===== config.mk =====
export PLATFORM = sky130hd
export DESIGN_NAME = kernel_launcher_flat
export DESIGN_NICKNAME = d
export VERILOG_FILES = /design/src/rtl/kernel_launcher_pkg.sv /design/src/rtl/kernel_launcher_if.sv /design/src/rtl/launcher_timer.sv /design/src/rtl/kernel_launcher.sv /design/src/flat_wrapper.sv
export SDC_FILE = /design/constraint.sdc
export NUM_CORES = 1
export LEC_CHECK = 0
export ABC_AREA = 1
export CAP_MARGIN = 20
export CORE_MARGIN = 2
export CORE_UTILIZATION = 40
export DETAILED_ROUTE_END_ITERATION = 8
export SLEW_MARGIN = 10
export SYNTH_ARGS = -nofsm -noshare
export SYNTH_HDL_FRONTEND = slang
export SYNTH_SLANG_ARGS = --single-unit

===== constraint.sdc =====
create_clock -name clk -period 4.8 [get_ports clk]
set_input_delay 0.48 -clock clk [delete_from_list [all_inputs] [get_ports clk]]
set_output_delay 0.48 -clock clk [all_outputs]
set_load 0.05 [all_outputs]

===== src/rtl/kernel_launcher_pkg.sv =====
// Shared types and helpers for the kernel launcher: FSM state encoding and
// the word-slice offset used to address the packed array images.
package kernel_launcher_pkg;

   typedef enum logic [2:0] {
      IDLE,
      LOAD,
      START,
      RUN,
      DRAIN,
      OUT
   } state_t;

   function automatic int word_lsb(input int idx, input int width);
      return idx * width;
   endfunction

endpackage


===== src/rtl/kernel_launcher_if.sv =====
// Job/result handshakes plus the kernel control and array back-door port.
// master = launcher side, slave = host/kernel side.
interface kernel_launcher_if #(
   parameter int ADDR_W = 1,
   parameter int DATA_W = 1,
   parameter int INIT_W = 1,
   parameter int RES_W  = 2,
   parameter int CNT_W  = 16
);
   localparam int DEPTH = 2 ** ADDR_W;
   localparam int MEM_W = DEPTH * DATA_W;

   logic              job_valid;
   logic              job_ready;
   logic [INIT_W-1:0] job_init;
   logic [MEM_W-1:0]  job_mem;

   logic              res_valid;
   logic              res_ready;
   logic [RES_W-1:0]  res_value;
   logic [MEM_W-1:0]  res_mem;
   logic [CNT_W-1:0]  res_cycles;
   logic              res_timeout;

   logic              k_r_enable;
   logic [INIT_W-1:0] k_init;
   logic              k_w_enable;
   logic [RES_W-1:0]  k_result;
   logic              k_control_arr;
   logic              k_arr_we;
   logic [ADDR_W-1:0] k_arr_addr;
   logic [DATA_W-1:0] k_arr_wdata;
   logic [DATA_W-1:0] k_arr_rdata;

   modport master (
      input  job_valid, job_init, job_mem, res_ready,
      input  k_w_enable, k_result, k_arr_rdata,
      output job_ready, res_valid, res_value, res_mem, res_cycles, res_timeout,
      output k_r_enable, k_init, k_control_arr, k_arr_we, k_arr_addr, k_arr_wdata
   );

   modport slave (
      output job_valid, job_init, job_mem, res_ready,
      output k_w_enable, k_result, k_arr_rdata,
      input  job_ready, res_valid, res_value, res_mem, res_cycles, res_timeout,
      input  k_r_enable, k_init, k_control_arr, k_arr_we, k_arr_addr, k_arr_wdata
   );

endinterface


===== src/rtl/launcher_timer.sv =====
// Saturating RUN-cycle counter. count_next is the count including the current
// cycle; expired flags that it has reached TIMEOUT (never when TIMEOUT is 0).
module launcher_timer #(
   parameter int CNT_W   = 16,
   parameter int TIMEOUT = 1000
) (
   input  logic             clk,
   input  logic             rst_n,
   input  logic             clear,
   input  logic             enable,
   output logic [CNT_W-1:0] count_next,
   output logic             expired
);
   localparam logic [CNT_W-1:0] LIMIT = CNT_W'(TIMEOUT);
   localparam logic [CNT_W-1:0] ONE   = CNT_W'(1);

   logic [CNT_W-1:0] count;

   assign count_next = (count == '1) ? count : count + ONE;
   assign expired    = (TIMEOUT != 0) && (count_next == LIMIT);

   always_ff @(posedge clk or negedge rst_n) begin
      if (!rst_n) begin
         count <= '0;
      end else if (clear) begin
         count <= '0;
      end else if (enable) begin
         count <= count_next;
      end
   end

endmodule


===== src/rtl/kernel_launcher.sv =====
// Host-side driver for a synthesized kernel: preloads its array, pulses start,
// waits for done (with timeout), reads the array back and returns the result.
module kernel_launcher #(
   parameter int ADDR_W  = 1,
   parameter int DATA_W  = 1,
   parameter int INIT_W  = 1,
   parameter int RES_W   = 2,
   parameter int CNT_W   = 16,
   parameter int TIMEOUT = 1000
) (
   input logic               clk,
   input logic               rst_n,
   kernel_launcher_if.master bus
);
   import kernel_launcher_pkg::*;

   localparam int DEPTH = 2 ** ADDR_W;
   localparam int MEM_W = DEPTH * DATA_W;
   localparam logic [ADDR_W:0]  LOAD_LAST   = (ADDR_W + 1)'(DEPTH - 1);
   localparam logic [ADDR_W:0]  DRAIN_LAST  = (ADDR_W + 1)'(DEPTH);
   localparam logic [ADDR_W:0]  IDX_ONE     = (ADDR_W + 1)'(1);
   localparam logic [CNT_W-1:0] TIMEOUT_CNT = CNT_W'(TIMEOUT);

   state_t            state;
   state_t            next_state;
   logic [ADDR_W:0]   idx;
   logic [INIT_W-1:0] init_q;
   logic [MEM_W-1:0]  mem_q;
   logic [MEM_W-1:0]  res_mem_q;
   logic [RES_W-1:0]  res_value_q;
   logic [CNT_W-1:0]  res_cycles_q;
   logic              res_timeout_q;
   logic [CNT_W-1:0]  cnt_next;
   logic              cnt_expired;

   launcher_timer #(
      .CNT_W   (CNT_W),
      .TIMEOUT (TIMEOUT)
   ) u_timer (
      .clk        (clk),
      .rst_n      (rst_n),
      .clear      (state == START),
      .enable     (state == RUN),
      .count_next (cnt_next),
      .expired    (cnt_expired)
   );

   always_ff @(posedge clk or negedge rst_n) begin
      if (!rst_n) begin
         state <= IDLE;
      end else begin
         state <= next_state;
      end
   end

   // A done in the same cycle as the timeout limit is treated as a real done.
   always_comb begin
      next_state = state;
      case (state)
         IDLE:    if (bus.job_valid) next_state = LOAD;
         LOAD:    if (idx == LOAD_LAST) next_state = START;
         START:   next_state = RUN;
         RUN:     if (bus.k_w_enable || cnt_expired) next_state = DRAIN;
         DRAIN:   if (idx == DRAIN_LAST) next_state = OUT;
         OUT:     if (bus.res_ready) next_state = IDLE;
         default: next_state = IDLE;
      endcase
   end

   always_comb begin
      bus.job_ready     = rst_n && (state == IDLE);
      bus.res_valid     = (state == OUT);
      bus.res_value     = res_value_q;
      bus.res_mem       = res_mem_q;
      bus.res_cycles    = res_cycles_q;
      bus.res_timeout   = res_timeout_q;
      bus.k_r_enable    = (state == START);
      bus.k_init        = '0;
      bus.k_control_arr = (state == LOAD) || (state == DRAIN);
      bus.k_arr_we      = (state == LOAD);
      bus.k_arr_addr    = '0;
      bus.k_arr_wdata   = '0;
      if ((state == START) || (state == RUN)) begin
         bus.k_init = init_q;
      end
      if (bus.k_control_arr) begin
         bus.k_arr_addr = idx[ADDR_W-1:0];
      end
      if (state == LOAD) begin
         bus.k_arr_wdata = mem_q[word_lsb(int'(idx[ADDR_W-1:0]), DATA_W) +: DATA_W];
      end
   end

   // DRAIN runs one cycle longer than LOAD because read data lags its address.
   always_ff @(posedge clk or negedge rst_n) begin
      if (!rst_n) begin
         idx           <= '0;
         init_q        <= '0;
         mem_q         <= '0;
         res_mem_q     <= '0;
         res_value_q   <= '0;
         res_cycles_q  <= '0;
         res_timeout_q <= 1'b0;
      end else begin
         case (state)
            IDLE: begin
               if (bus.job_valid) begin
                  init_q <= bus.job_init;
                  mem_q  <= bus.job_mem;
                  idx    <= '0;
               end
            end
            LOAD:  idx <= idx + IDX_ONE;
            START: idx <= '0;
            RUN: begin
               if (bus.k_w_enable) begin
                  res_value_q   <= bus.k_result;
                  res_cycles_q  <= cnt_next;
                  res_timeout_q <= 1'b0;
               end else if (cnt_expired) begin
                  res_value_q   <= '0;
                  res_cycles_q  <= TIMEOUT_CNT;
                  res_timeout_q <= 1'b1;
               end
            end
            DRAIN: begin
               if (idx != '0) begin
                  res_mem_q[word_lsb(int'(idx) - 1, DATA_W) +: DATA_W] <= bus.k_arr_rdata;
               end
               idx <= idx + IDX_ONE;
            end
            default: ;
         endcase
      end
   end

endmodule

===== src/flat_wrapper.sv =====
// flat-port wrapper written by rule: the top's interface ports become plain ports
module kernel_launcher_flat import kernel_launcher_pkg::*;
#(
   parameter int ADDR_W  = 1,
   parameter int DATA_W  = 1,
   parameter int INIT_W  = 1,
   parameter int RES_W   = 2,
   parameter int CNT_W   = 16,
   parameter int TIMEOUT = 1000
)
  (clk, rst_n, bus_job_valid, bus_job_init, bus_job_mem, bus_res_ready, bus_k_w_enable, bus_k_result, bus_k_arr_rdata, bus_job_ready, bus_res_valid, bus_res_value, bus_res_mem, bus_res_cycles, bus_res_timeout, bus_k_r_enable, bus_k_init, bus_k_control_arr, bus_k_arr_we, bus_k_arr_addr, bus_k_arr_wdata);
  kernel_launcher_if #(.ADDR_W(ADDR_W), .DATA_W(DATA_W), .INIT_W(INIT_W), .RES_W(RES_W), .CNT_W(CNT_W)) bus_i ();
  input logic clk;
  input logic rst_n;
  input wire logic [$bits(bus_i.job_valid)-1:0] bus_job_valid;
  input wire logic [$bits(bus_i.job_init)-1:0] bus_job_init;
  input wire logic [$bits(bus_i.job_mem)-1:0] bus_job_mem;
  input wire logic [$bits(bus_i.res_ready)-1:0] bus_res_ready;
  input wire logic [$bits(bus_i.k_w_enable)-1:0] bus_k_w_enable;
  input wire logic [$bits(bus_i.k_result)-1:0] bus_k_result;
  input wire logic [$bits(bus_i.k_arr_rdata)-1:0] bus_k_arr_rdata;
  output wire logic [$bits(bus_i.job_ready)-1:0] bus_job_ready;
  output wire logic [$bits(bus_i.res_valid)-1:0] bus_res_valid;
  output wire logic [$bits(bus_i.res_value)-1:0] bus_res_value;
  output wire logic [$bits(bus_i.res_mem)-1:0] bus_res_mem;
  output wire logic [$bits(bus_i.res_cycles)-1:0] bus_res_cycles;
  output wire logic [$bits(bus_i.res_timeout)-1:0] bus_res_timeout;
  output wire logic [$bits(bus_i.k_r_enable)-1:0] bus_k_r_enable;
  output wire logic [$bits(bus_i.k_init)-1:0] bus_k_init;
  output wire logic [$bits(bus_i.k_control_arr)-1:0] bus_k_control_arr;
  output wire logic [$bits(bus_i.k_arr_we)-1:0] bus_k_arr_we;
  output wire logic [$bits(bus_i.k_arr_addr)-1:0] bus_k_arr_addr;
  output wire logic [$bits(bus_i.k_arr_wdata)-1:0] bus_k_arr_wdata;
  assign bus_i.job_valid = bus_job_valid;
  assign bus_i.job_init = bus_job_init;
  assign bus_i.job_mem = bus_job_mem;
  assign bus_i.res_ready = bus_res_ready;
  assign bus_i.k_w_enable = bus_k_w_enable;
  assign bus_i.k_result = bus_k_result;
  assign bus_i.k_arr_rdata = bus_k_arr_rdata;
  assign bus_job_ready = bus_i.job_ready;
  assign bus_res_valid = bus_i.res_valid;
  assign bus_res_value = bus_i.res_value;
  assign bus_res_mem = bus_i.res_mem;
  assign bus_res_cycles = bus_i.res_cycles;
  assign bus_res_timeout = bus_i.res_timeout;
  assign bus_k_r_enable = bus_i.k_r_enable;
  assign bus_k_init = bus_i.k_init;
  assign bus_k_control_arr = bus_i.k_control_arr;
  assign bus_k_arr_we = bus_i.k_arr_we;
  assign bus_k_arr_addr = bus_i.k_arr_addr;
  assign bus_k_arr_wdata = bus_i.k_arr_wdata;
  kernel_launcher #(.ADDR_W(ADDR_W), .DATA_W(DATA_W), .INIT_W(INIT_W), .RES_W(RES_W), .CNT_W(CNT_W), .TIMEOUT(TIMEOUT)) u_core (.clk(clk), .rst_n(rst_n), .bus(bus_i));
endmodule

Word level (Yosys, flattened, before mapping) --
Index checks and enable logic that the tools add are counted. W data, S select, Z words.
Storage, ports and cells: output and inout port bits 29, input port bits 11, bits in registers 45, word-level logic and storage cells 66
Cells by class: shift operators 3, reductions and logical operators 15, equal/unequal tests 14, muxes and demuxes 21, $add $sub $neg 4
Operator list (number):
- $mux W16 | 5
- $neg A32 Y33 | 1
- $shift A1 B33 Y2 const A | 1
- $shiftx A1 B33 Y2 | 1
- $pmux W3 S6 | 1
- $add A16 B1 Y16 const B | 1
- $eq A16 B10 Y1 const B | 1
- $eq A16 B16 Y1 const B | 1
- $mux W3 | 5
- $reduce_and A2 Y1 | 4
- $eq A3 B2 Y1 const B | 2
- $eq A3 B3 Y1 const B | 2
- $mux W2 | 3
- $ne A2 B1 Y1 const B | 3
- $pmux W2 S3 | 1
- $reduce_bool A2 Y1 | 3
- $mux W1 | 5
- $reduce_and A5 Y1 | 1
- $ne A2 B2 Y1 const B | 2
- $eq A3 B1 Y1 const B | 1
- $logic_not A3 Y1 | 1
- $logic_or A1 B1 Y1 | 3
- $reduce_bool A3 Y1 | 1
- $sub A2 B1 Y3 const B | 1
- 7 further kinds | 7

Depth between registers and ports, before layout --
Gate-level depths: netlist of run 1.
depth in word-level cells 6, depth in mapped cells 17, depth with buffers taken out 15

By module --
From an unflattened synthesis of run 1, not the netlist that was laid out.
Unflattened totals: cells, all modules 311, area, all modules 2529.9 um2
By module, submodules not included:
- kernel_launcher | cells each 137, seq. area each 725.7 um2, area each 1356.3 um2, instances 1
- launcher_timer | cells each 174, seq. area each 400.4 um2, area each 1173.6 um2, instances 1

Worst setup path before layout of run 1 --
No wires, ideal clock.
path kind register -> output, from register u_core.state[0], to output bus_k_arr_addr, path slack 1.286 ns, required time 4.320 ns, path buffers 0, stages on the path, launching flop included 7, data arrival time 3.034 ns, cells stage by stage dfrtp_1 -> inv_1 -> nor3_1 -> inv_1 -> nand2_1 -> inv_1 -> nor2_1
On the way: word-level cells in the longest chain between the ends 3, elaborated cells on any way between the ends 4, classes of those cells eq/ne: 2; mux: 1; reduce/logical: 1
RTL lines:
- from (decl) | line kernel_launcher.sv:24 | state_t state;
- from (signal assigned) | line kernel_launcher.sv:52 | state <= next_state;
- $eq A3 B1 Y1
- net bus_k_arr_we | line flat_wrapper.sv:31 | output wire logic [$bits(bus_i.k_arr_we)-1:0] bus_k_arr_we;
- $logic_or A1 B1 Y1 | line kernel_launcher.sv:79 | bus.k_control_arr = (state == LOAD) || (state == DRAIN);
- net bus_k_control_arr | line flat_wrapper.sv:30 | output wire logic [$bits(bus_i.k_control_arr)-1:0] bus_k_control_arr;
- $mux W1 | line kernel_launcher.sv:86 | if (bus.k_control_arr) begin
- to (decl) | line flat_wrapper.sv:32 | output wire logic [$bits(bus_i.k_arr_addr)-1:0] bus_k_arr_addr;
The timed path passes the listed nets, and every way through them passes these cells.

Final worst setup path of run 1 --
from register u_core.state[2], to output bus_k_r_enable
On the way: word-level cells in the longest chain between the ends 1
RTL lines:
- $eq A3 B2 Y1 | line kernel_launcher.sv:77 | bus.k_r_enable = (state == START);
- to (decl) | line flat_wrapper.sv:28 | output wire logic [$bits(bus_i.k_r_enable)-1:0] bus_k_r_enable;
Every way passes these cells.

==> metrics, run 1 <==
All-Layer GR Usage=around a fifth; clock sink count=45; sw power=901 uW; crit share post-route=67.1%; placed cells=446; Clock Latency Late Sink=~0.30 ns; Routed Antenna Nets=0; Setup violations, final=0; vias per cell=4.91; Die Area=between 0.006 and 0.007 mm^2; num rows=28; first-pass GRT wire length=about 11000 um; Cell Pwr Density=597 mW/mm^2; CTS Buffer Depth=2; startpoint types=flip-flop; combinational power share=approximately 55%; routed via count=about 2200; internal power=924 uW; Nets=between 300 and 400; Post-Syn Area=~0.0025 mm^2; antenna violations before repair=0; fin crit period=about 3.2 ns; vias in the first global route=between 2000 and 2500; Post-synth EDFFs=0; sequential power share=between 30% and 40%; H-tree depth=2; Remaining Overflow, GRT=0; status=complete, no violations; detailed router's first-iteration violation count=just over 70; Setup Fix Bufs, Post-CTS=0; core area=approximately 0.0060 mm^2; commonest non-fill, non-tap cells in the layout=nand2_1 (96), inv_1 (46), dfrtp_1 (45), nor2_1 (38), clkdlybuf4s50_1 (38); synth unique cells=29; cts bufs inserted=5; Layout Area Growth over Synthesis=21.2%; DRT Wirelength=between 6000 and 7000 um; Slew @ Worst Pin=slightly above 0.9 ns; Die W=roughly 83 um; commonest non-fill, non-tap cell in the layout=nand2_1; share of layout cells above drive strength 1=approximately 7.9%; Slew Limit Fails=0; Worst-path clk slew=~0.080 ns; Post-Syn Nets=353; Leakage=between 0.001 and 0.0015 uW; PortBufs=39; Post-synth top flop=dfrtp_1; clock power share=12.6%; critical path required time=4.32 ns; Synth Area per Inst=between 7 and 8 um^2; CP endpoint kind=output pin; Syn Inst Count=between 300 and 400; Layout Utilization=around half; root buffer cell=clkbuf_8; critical-path maximum fanout=15; unrepaired setup endpoints after global routing=no; WS Path Type=reg2out; Syn. warnings=0; fraction of registers with async set/reset=between 90% and 100%; sequential fraction of the synthesis area=between 40% and 50%; final hold vios=0; Hold Crit Class=in2async; Synth Register Bits=45; CTS-repair resized insts=0; Routability Congestion=0.849; Pre-antenna DRT Iters=5; max-cap violation count=0; Ports=40; Post-route DRC=0; Clock Skews=roughly 0.0025 ns; CTS tree=done; final setup TNS=0 ns; number of inserted diodes=0; detailed placement HPWL=4590 um; Slew headroom=between 30% and 40%; switching share of power=~49%; Worst Path Arrival=2.74 ns; peak supply drop=between 300 and 400 uV; f_max=just over 300 MHz; WL/cell=~13 um; Layout Cells excl Fill=454; Die H=83.4 um; starting density of the core=a little over two fifths; largest net degree at the start of global routing=46; hold_buf cts=0
==> cell usage after synthesis (2+ instances only) <==
cell type  instances  area share (%)
ha_1               6             3.0
nand2_4            3             1.3
xor2_1             6             2.1
clkbuf_1           3            0.45
nand2_1           96              14
nor2_1            38             5.7
a21oi_2            8             2.8
nor3b_1            2            0.59
inv_1             46             6.8
or2_2              2            0.50
a21oi_1            2            0.40
nor2_2             2            0.50
o21ai_1            3            0.59
buf_6              2            0.89
dfrtp_1           45              45
o21ai_0           33             6.5
nand4_1            6             1.5
nand3_1           19             3.8
nor3_1             3            0.59
inv_2              2            0.30
==> path summary, 6_finish.rpt <==
kind,startpoint,cells after the start,end,slack [ns]
hold reg to reg,u_core.bus.res_value[0],2,u_core.bus.res_value[0],0.48
setup reg to reg,u_core.state[2],8,u_core.bus.res_cycles[3],1.71
max in group asynchronous,rst_n,2,u_core.bus.res_cycles[6],4.12
setup / recovery,u_core.state[2],4,bus_k_r_enable,1.58
hold / removal,rst_n,2,u_core.bus.res_cycles[12],0.29
min in group clk,u_core.bus.res_value[0],2,u_core.bus.res_value[0],0.48
==> state kept, by name (all words and copies together) (netlist names) <==
register,count
u_core.init_q,1
u_core.u_timer.count,16
u_core.state,3
u_core.bus.res_value,2
u_core.idx,2
u_core.bus.res_mem,2
u_core.mem_q,2
u_core.bus.res_timeout,1
u_core.bus.res_cycles,16
==> worst max-delay path: stages (launching register included) <==
cell and delay [ns]:
dfrtp_1 0.44, nor2_1 0.73, inv_1 0.26, nor2_1 0.19, clkdlybuf4s50_1 0.82
==> metrics by stage <==
| stage | worst slack (ns) | hold WS, ns | total power [uW] | cell area [um^2] |
|---|---|---|---|---|
| floorplan | 1.29 | 0.184 | 1290 | 2520 |
| global placement | 1.83 | 0.459 | 1600 | 2980 |
| detailed placement | 1.65 | 0.465 | 1610 | 2980 |
| CTS | 1.52 | 0.317 | 1850 | 3060 |
| global route | 1.27 | 0.330 | 1950 | 3060 |
| finish | 1.58 | 0.288 | 1820 | 3060 |
==> metal layers <==
metal / global-route usage, % / wire length, um / vias up
met1: 25.2 / 2810 / 1031
met3: 4.57 / 327 / 9
li1: - / - / 1141
met4: 4.69 / 84 / 0
met2: 30.5 / 2900 / 48
met5: 0 / 0 / -
==> logic make-up after synthesis <==
| logic type | synth area share [%] |
|---|---|
| flops | 44.6 |
| xor+xnor | 2.08 |
| simple gates | 29.8 |
| fa+ha+maj | 2.97 |
| compound gates | 11.8 |
| buf+inv | 8.68 |
==> power by group through the flow <==
stage	logic (uW)	registers (uW)	clock network (uW)
after CTS	1020	593	242
final	1000	591	229
after global routing	1090	612	256
after floorplan	409	876	0
after global placement	1000	596	0
after detailed placement	1010	598	0
==> layout make-up <==
| type | instances | area (um^2) |
|---|---|---|
| Inverter | 49 | 185 |
| Multi-Input combinational cell | 237 | 1180 |
| Timing Repair Buffer | 40 | 393 |
| Clock buffer | 6 | 72.6 |
| Sequential cell | 45 | 1130 |
| Fill cell | 643 | 2970 |
| Tap cell | 75 | 93.8 |
| Clock inverter | 2 | 10.0 |
Note: power is estimated with default switching activity, not from simulation.
==> inputs of run 2 (changes only) <==
- clock period: 4.8 -> 2.6 ns (I/O delays scaled with it)
==> metrics, run 2 (same netlist as run 1, synthesis figures left out) <==
status=complete, no violations; critical-path maximum fanout=5; share of layout cells above drive strength 1=a little under 10%; clock sink count=45; R2R depth=15; commonest non-fill, non-tap cells in the layout=nand2_1 (96), inv_1 (46), dfrtp_1 (45), nor2_1 (37), clkdlybuf4s50_1 (36); critical path launch point=u_core.state[0]; CP endpoint kind=output pin; WS Path Type=reg2out; routed via count=about 2200; Worst path max stage delay=approximately 0.8 ns; Cell Pwr Density=1130 mW/mm^2; unrepaired setup endpoints after global routing=no; Leakage=0.00151 uW; Die W=roughly 83 um; Pre-antenna DRT Iters=4; max-cap violation count=0; CP most frequent cell=inv_1; Slew headroom=approximately 62%; num rows=28; Placement Setup Slack=0.324 ns; WL/cell=~13 um; antenna violations before repair=0; critical path required time=approximately 2.3 ns; Ports=40; Layout Area Growth over Synthesis=23.7%; Final WS setup=between 0.15 and 0.2 ns; CTS tree=done; PortBufs=39; detailed placement HPWL=about 4400 um; vias per cell=approximately 4.9; Slew Limit Fails=0; Worst Path Arrival=between 2 and 2.5 ns; starting density of the core=41.9%; CTS-repair resized insts=0; Hold Crit Class=in2async; crit path to=bus_k_arr_addr; Die H=83.4 um; Remaining Overflow, GRT=0; Cell Chain, Critical Path=inv_1 -> nor3_2 -> inv_1 -> nand2_1 -> inv_1 -> nor2_2 -> clkdlybuf4s50_1; critical path's slowest cell=clkdlybuf4s50_1; final setup TNS=0 ns; largest net degree at the start of global routing=between 40 and 50; Worst-path clk slew=0.09 ns; Post-route DRC=0; Routed Antenna Nets=0; Setup violations, final=0; final hold vios=0; hold_buf cts=0; Routability Congestion=between 0.9 and 1; Setup Fix Bufs, Post-CTS=0; Slew @ Worst Pin=0.567 ns; Critical Path Stages=7; H-tree depth=2; f_max=around 400 MHz; peak supply drop=approximately 600 uV; reg2reg start=u_core.u_timer.count[0]; Die Area=0.00696 mm^2; CP top delay family=buffers and inverters; root buffer cell=clkbuf_8; cts bufs inserted=5; vias in the first global route=2183; detailed router's first-iteration violation count=148; startpoint types=flip-flop; core area=~0.0060 mm^2; Clock Skews=around 0.008 ns; All-Layer GR Usage=a little under a fifth; CTS Buffer Depth=2; worst reg2reg endpoint=u_core.bus.res_cycles[2]; CP Buf/Inv Count=4; first-pass GRT wire length=slightly above 10000 um; number of inserted diodes=0; commonest non-fill, non-tap cell in the layout=nand2_1; fin crit period=around 2.4 ns; Nets=about 400; DRT Wirelength=between 5000 and 6000 um; slack of the worst reg-to-reg path=slightly above 0.3 ns; Clock Latency Late Sink=~0.30 ns; crit share post-route=93.6%
==> run 2: metal layers <==
metal | up-vias | wire length [um] | global-route usage, %
met5 | - | 0 | 0
met4 | 0 | 21 | 3.67
met3 | 2 | 248 | 3.38
met2 | 53 | 2820 | 29.7
met1 | 1035 | 2830 | 24.9
li1 | 1154 | - | -
==> run 2: worst min-delay path by stage <==
stage	slack (ns)	to	from	cells after the start
2_1_floorplan	-0.04	u_core.bus.res_cycles[0]	rst_n	0
3_3_place_gp	0.45	u_core.u_timer.count[13]	rst_n	2
3_5_place_dp	0.44	u_core.u_timer.count[13]	rst_n	2
4_1_cts	0.10	u_core.bus.res_value[1]	rst_n	2
5_1_grt	0.13	u_core.bus.res_cycles[13]	rst_n	2
6_report	0.08	u_core.u_timer.count[12]	rst_n	2
==> run 2: cell type report <==
type / count / area (um^2)
well taps: 75 / 93.8
clock inverters: 2 / 37.5
repair buffers: 43 / 410
clock buffers: 6 / 82.6
flip-flops and latches: 45 / 1130
inverters: 49 / 185
multi-input cells: 237 / 1190
fillers: 594 / 2900
==> run 2: where the power goes <==
group	internal (uW)	switching (uW)
combinational	606	1270
clock	313	242
sequential	928	158
total	1850	1670
==> run 2: metrics by stage <==
| step | instance area (um^2) | hold slack, ns | power, uW | cells | util, % |
|---|---|---|---|---|---|
| final | 3120 | 0.0811 | 3510 | 457 | 51.8 |
| after global routing | 3120 | 0.127 | 3750 | 457 | 51.8 |
| after CTS | 3120 | 0.104 | 3550 | 457 | 51.8 |
| after detailed placement | 3000 | 0.436 | 2980 | 449 | 49.8 |
| after global placement | 3000 | 0.448 | 2980 | 449 | 49.8 |
| after floorplan | 2530 | -0.0356 | 2380 | 336 | - |
==> RTL change, RTL diff (flow settings as in run 2) <==
`RES_W` is set to 2 in 3 places; all go to 4.
--- a/src/rtl/kernel_launcher_if.sv
+++ b/src/rtl/kernel_launcher_if.sv
@@ -5,5 +5,5 @@
    parameter int DATA_W = 1,
    parameter int INIT_W = 1,
-   parameter int RES_W  = 2,
+   parameter int RES_W  = 4,
    parameter int CNT_W  = 16
 );
--- a/src/rtl/kernel_launcher.sv
+++ b/src/rtl/kernel_launcher.sv
@@ -5,5 +5,5 @@
    parameter int DATA_W  = 1,
    parameter int INIT_W  = 1,
-   parameter int RES_W   = 2,
+   parameter int RES_W   = 4,
    parameter int CNT_W   = 16,
    parameter int TIMEOUT = 1000
--- a/src/flat_wrapper.sv
+++ b/src/flat_wrapper.sv
@@ -5,5 +5,5 @@
    parameter int DATA_W  = 1,
    parameter int INIT_W  = 1,
-   parameter int RES_W   = 2,
+   parameter int RES_W   = 4,
    parameter int CNT_W   = 16,
    parameter int TIMEOUT = 1000
Interface: changed (resized bus_k_result and bus_res_value); port bits go from 40 to 44. The function was not compared with the original's and may differ.
==> RTL change against run 2 <==
  * Count of clock-buffer cells in the layout stayed put
  * Clock skew grew 0.0021 ns
  * Sequential cell count is 2 higher
  * Sequential share of layout area is 0.54 points lower
  * Cell count up 7.9%
  * Maximum frequency grew 3.9%
  * Wire length up 13%
  * Total power up 2.3%
  * First-iteration DRC count is 2.0% higher
  * Area after synthesis increased by 6.5%
  * Final area up 6.1%
  * Critical path depth is 2 lower
  * Worst setup slack improved by 0.091 ns
  * Critical path type unchanged
  * Largest power group unchanged
==> RTL change: results <==
[yosys]
async_flop_share = 1.00
yosysUniqueCellTypes = 28
synth_nets = 383
synthTopCellsByArea = "dfrtp_1 (44%), nand2_1 (15%), inv_1 (7.4%)"
yosysSeqAreaShare = 0.438
synth_commonest_cells = "nand2_1 (104), inv_1 (53), dfrtp_1 (47)"
ys.warnings.count = 0

[flow_run]
cap_violations = 0

[setup_path]
cp.arrival_ns = 2.08
r2r_start = "u_core.u_timer.count[1]"
crit_end = "bus_k_arr_wdata"
reg2reg_to = "u_core.bus.res_cycles[4]"
slowest_stage = "clkdlybuf4s50_1"
startpoint = "u_core.state[0]"
crit_path_max_incr_delay_ns = 0.82
r2r_slack_ns = 0.28

[worst_hold_path]
hold_path_class = "input pin to async pin"

[layout]
fillerInstances = 666
drive_above_1_share = 0.103
final_nets = 434

[clocking]
ctsResizeCount = 0
cts_made_buffers = 5
clk_path_buf_depth = 2
clk_pin_slew_ns = 0.09

[drt]
drtIter0Drc = 151
vias = 2429
wl_per_cell_microns = 13.6

[power_and_ir_drop]
power.leakage_uw = 0.00164
irDropWorstVdd_uv = 675

[outcome]
status = "finished clean"

[placed_design]
port_buffers = 43
place.detailed.hpwl_microns = 4960
dpl_cell_area_sq_um = 3220
dp_slack_ns = 0.220
gp_congestion = 0.854

[timing]
maxSlewHeadroom = 0.581
clock_skew_ns = 0.0100
timing.final.ws_setup_ns = 0.258

[global_route]
grt_pass1_wl_microns = 11300
grt_max_degree = 48
grt_use_total = 0.193
## RTL change: cell type report
class | instances | share of cell area
Tap cell | 77 | 0.0291
Timing Repair Buffer | 50 | 0.144
Clock inverter | 2 | 0.00378
Sequential cell | 47 | 0.355
Clock buffer | 6 | 0.0219
Multi-Input combinational cell | 256 | 0.383
Inverter | 55 | 0.0623
## RTL change: per-layer routing
layer	vias up	share of wire	global-route usage
met5	-	0	0
met4	0	0.0089	0.0592
met3	5	0.056	0.0443
met2	55	0.46	0.299
met1	1123	0.48	0.269
li1	1246	-	-
## RTL change: cells by family after synthesis
group / share of synthesized area
AND/OR/NAND/NOR: 0.318
buffers and inverters: 0.0936
AO/OA/AOI/OAI: 0.113
flip-flops: 0.438
adder cells (fa/ha/maj): 0.0279
XOR/XNOR: 0.00978
## RTL change: how the worst min path moves through the flow
stage / from / endpoint / slack [ns] / depth (start not counted)
2_1_floorplan: rst_n / u_core.bus.res_cycles[0] / -0.04 / 0
3_3_place_gp: rst_n / u_core.bus.res_cycles[13] / 0.46 / 2
3_5_place_dp: rst_n / u_core.bus.res_cycles[14] / 0.45 / 2
4_1_cts: rst_n / u_core.bus.res_cycles[14] / 0.11 / 2
5_1_grt: rst_n / u_core.bus.res_cycles[13] / 0.14 / 2
6_report: rst_n / u_core.bus.res_cycles[13] / 0.08 / 2
## RTL change: report_power, final
part | switching (uW) | internal (uW) | leakage [uW]
logic | 1350 | 649 | 0.000989
clock network | 255 | 189 | 0.0000412
registers | 175 | 972 | 0.000608
## RTL change: worst reg2reg max path, stage by stage (launching register included)
cell and delay (ns):
dfrtp_1 0.43, ha_2 0.26, inv_1 0.08, nor2_4 0.16, nand2_4 0.11, nor2_8 0.23, inv_2 0.12, o21ai_0 0.10
nand2_1 0.08, nor2_1 0.10, nand3_1 0.09, nand2_1 0.08, nand2_2 0.05, buf_4 0.20, nand2_1 0.07, o21ai_1 0.05
## RTL change: stage by stage
stage          std cells  utilization
2_1_floorplan        364            -
3_3_place_gp         485        0.502
3_5_place_dp         485        0.502
4_1_cts              493        0.515
5_1_grt              493        0.516
6_report             493        0.516
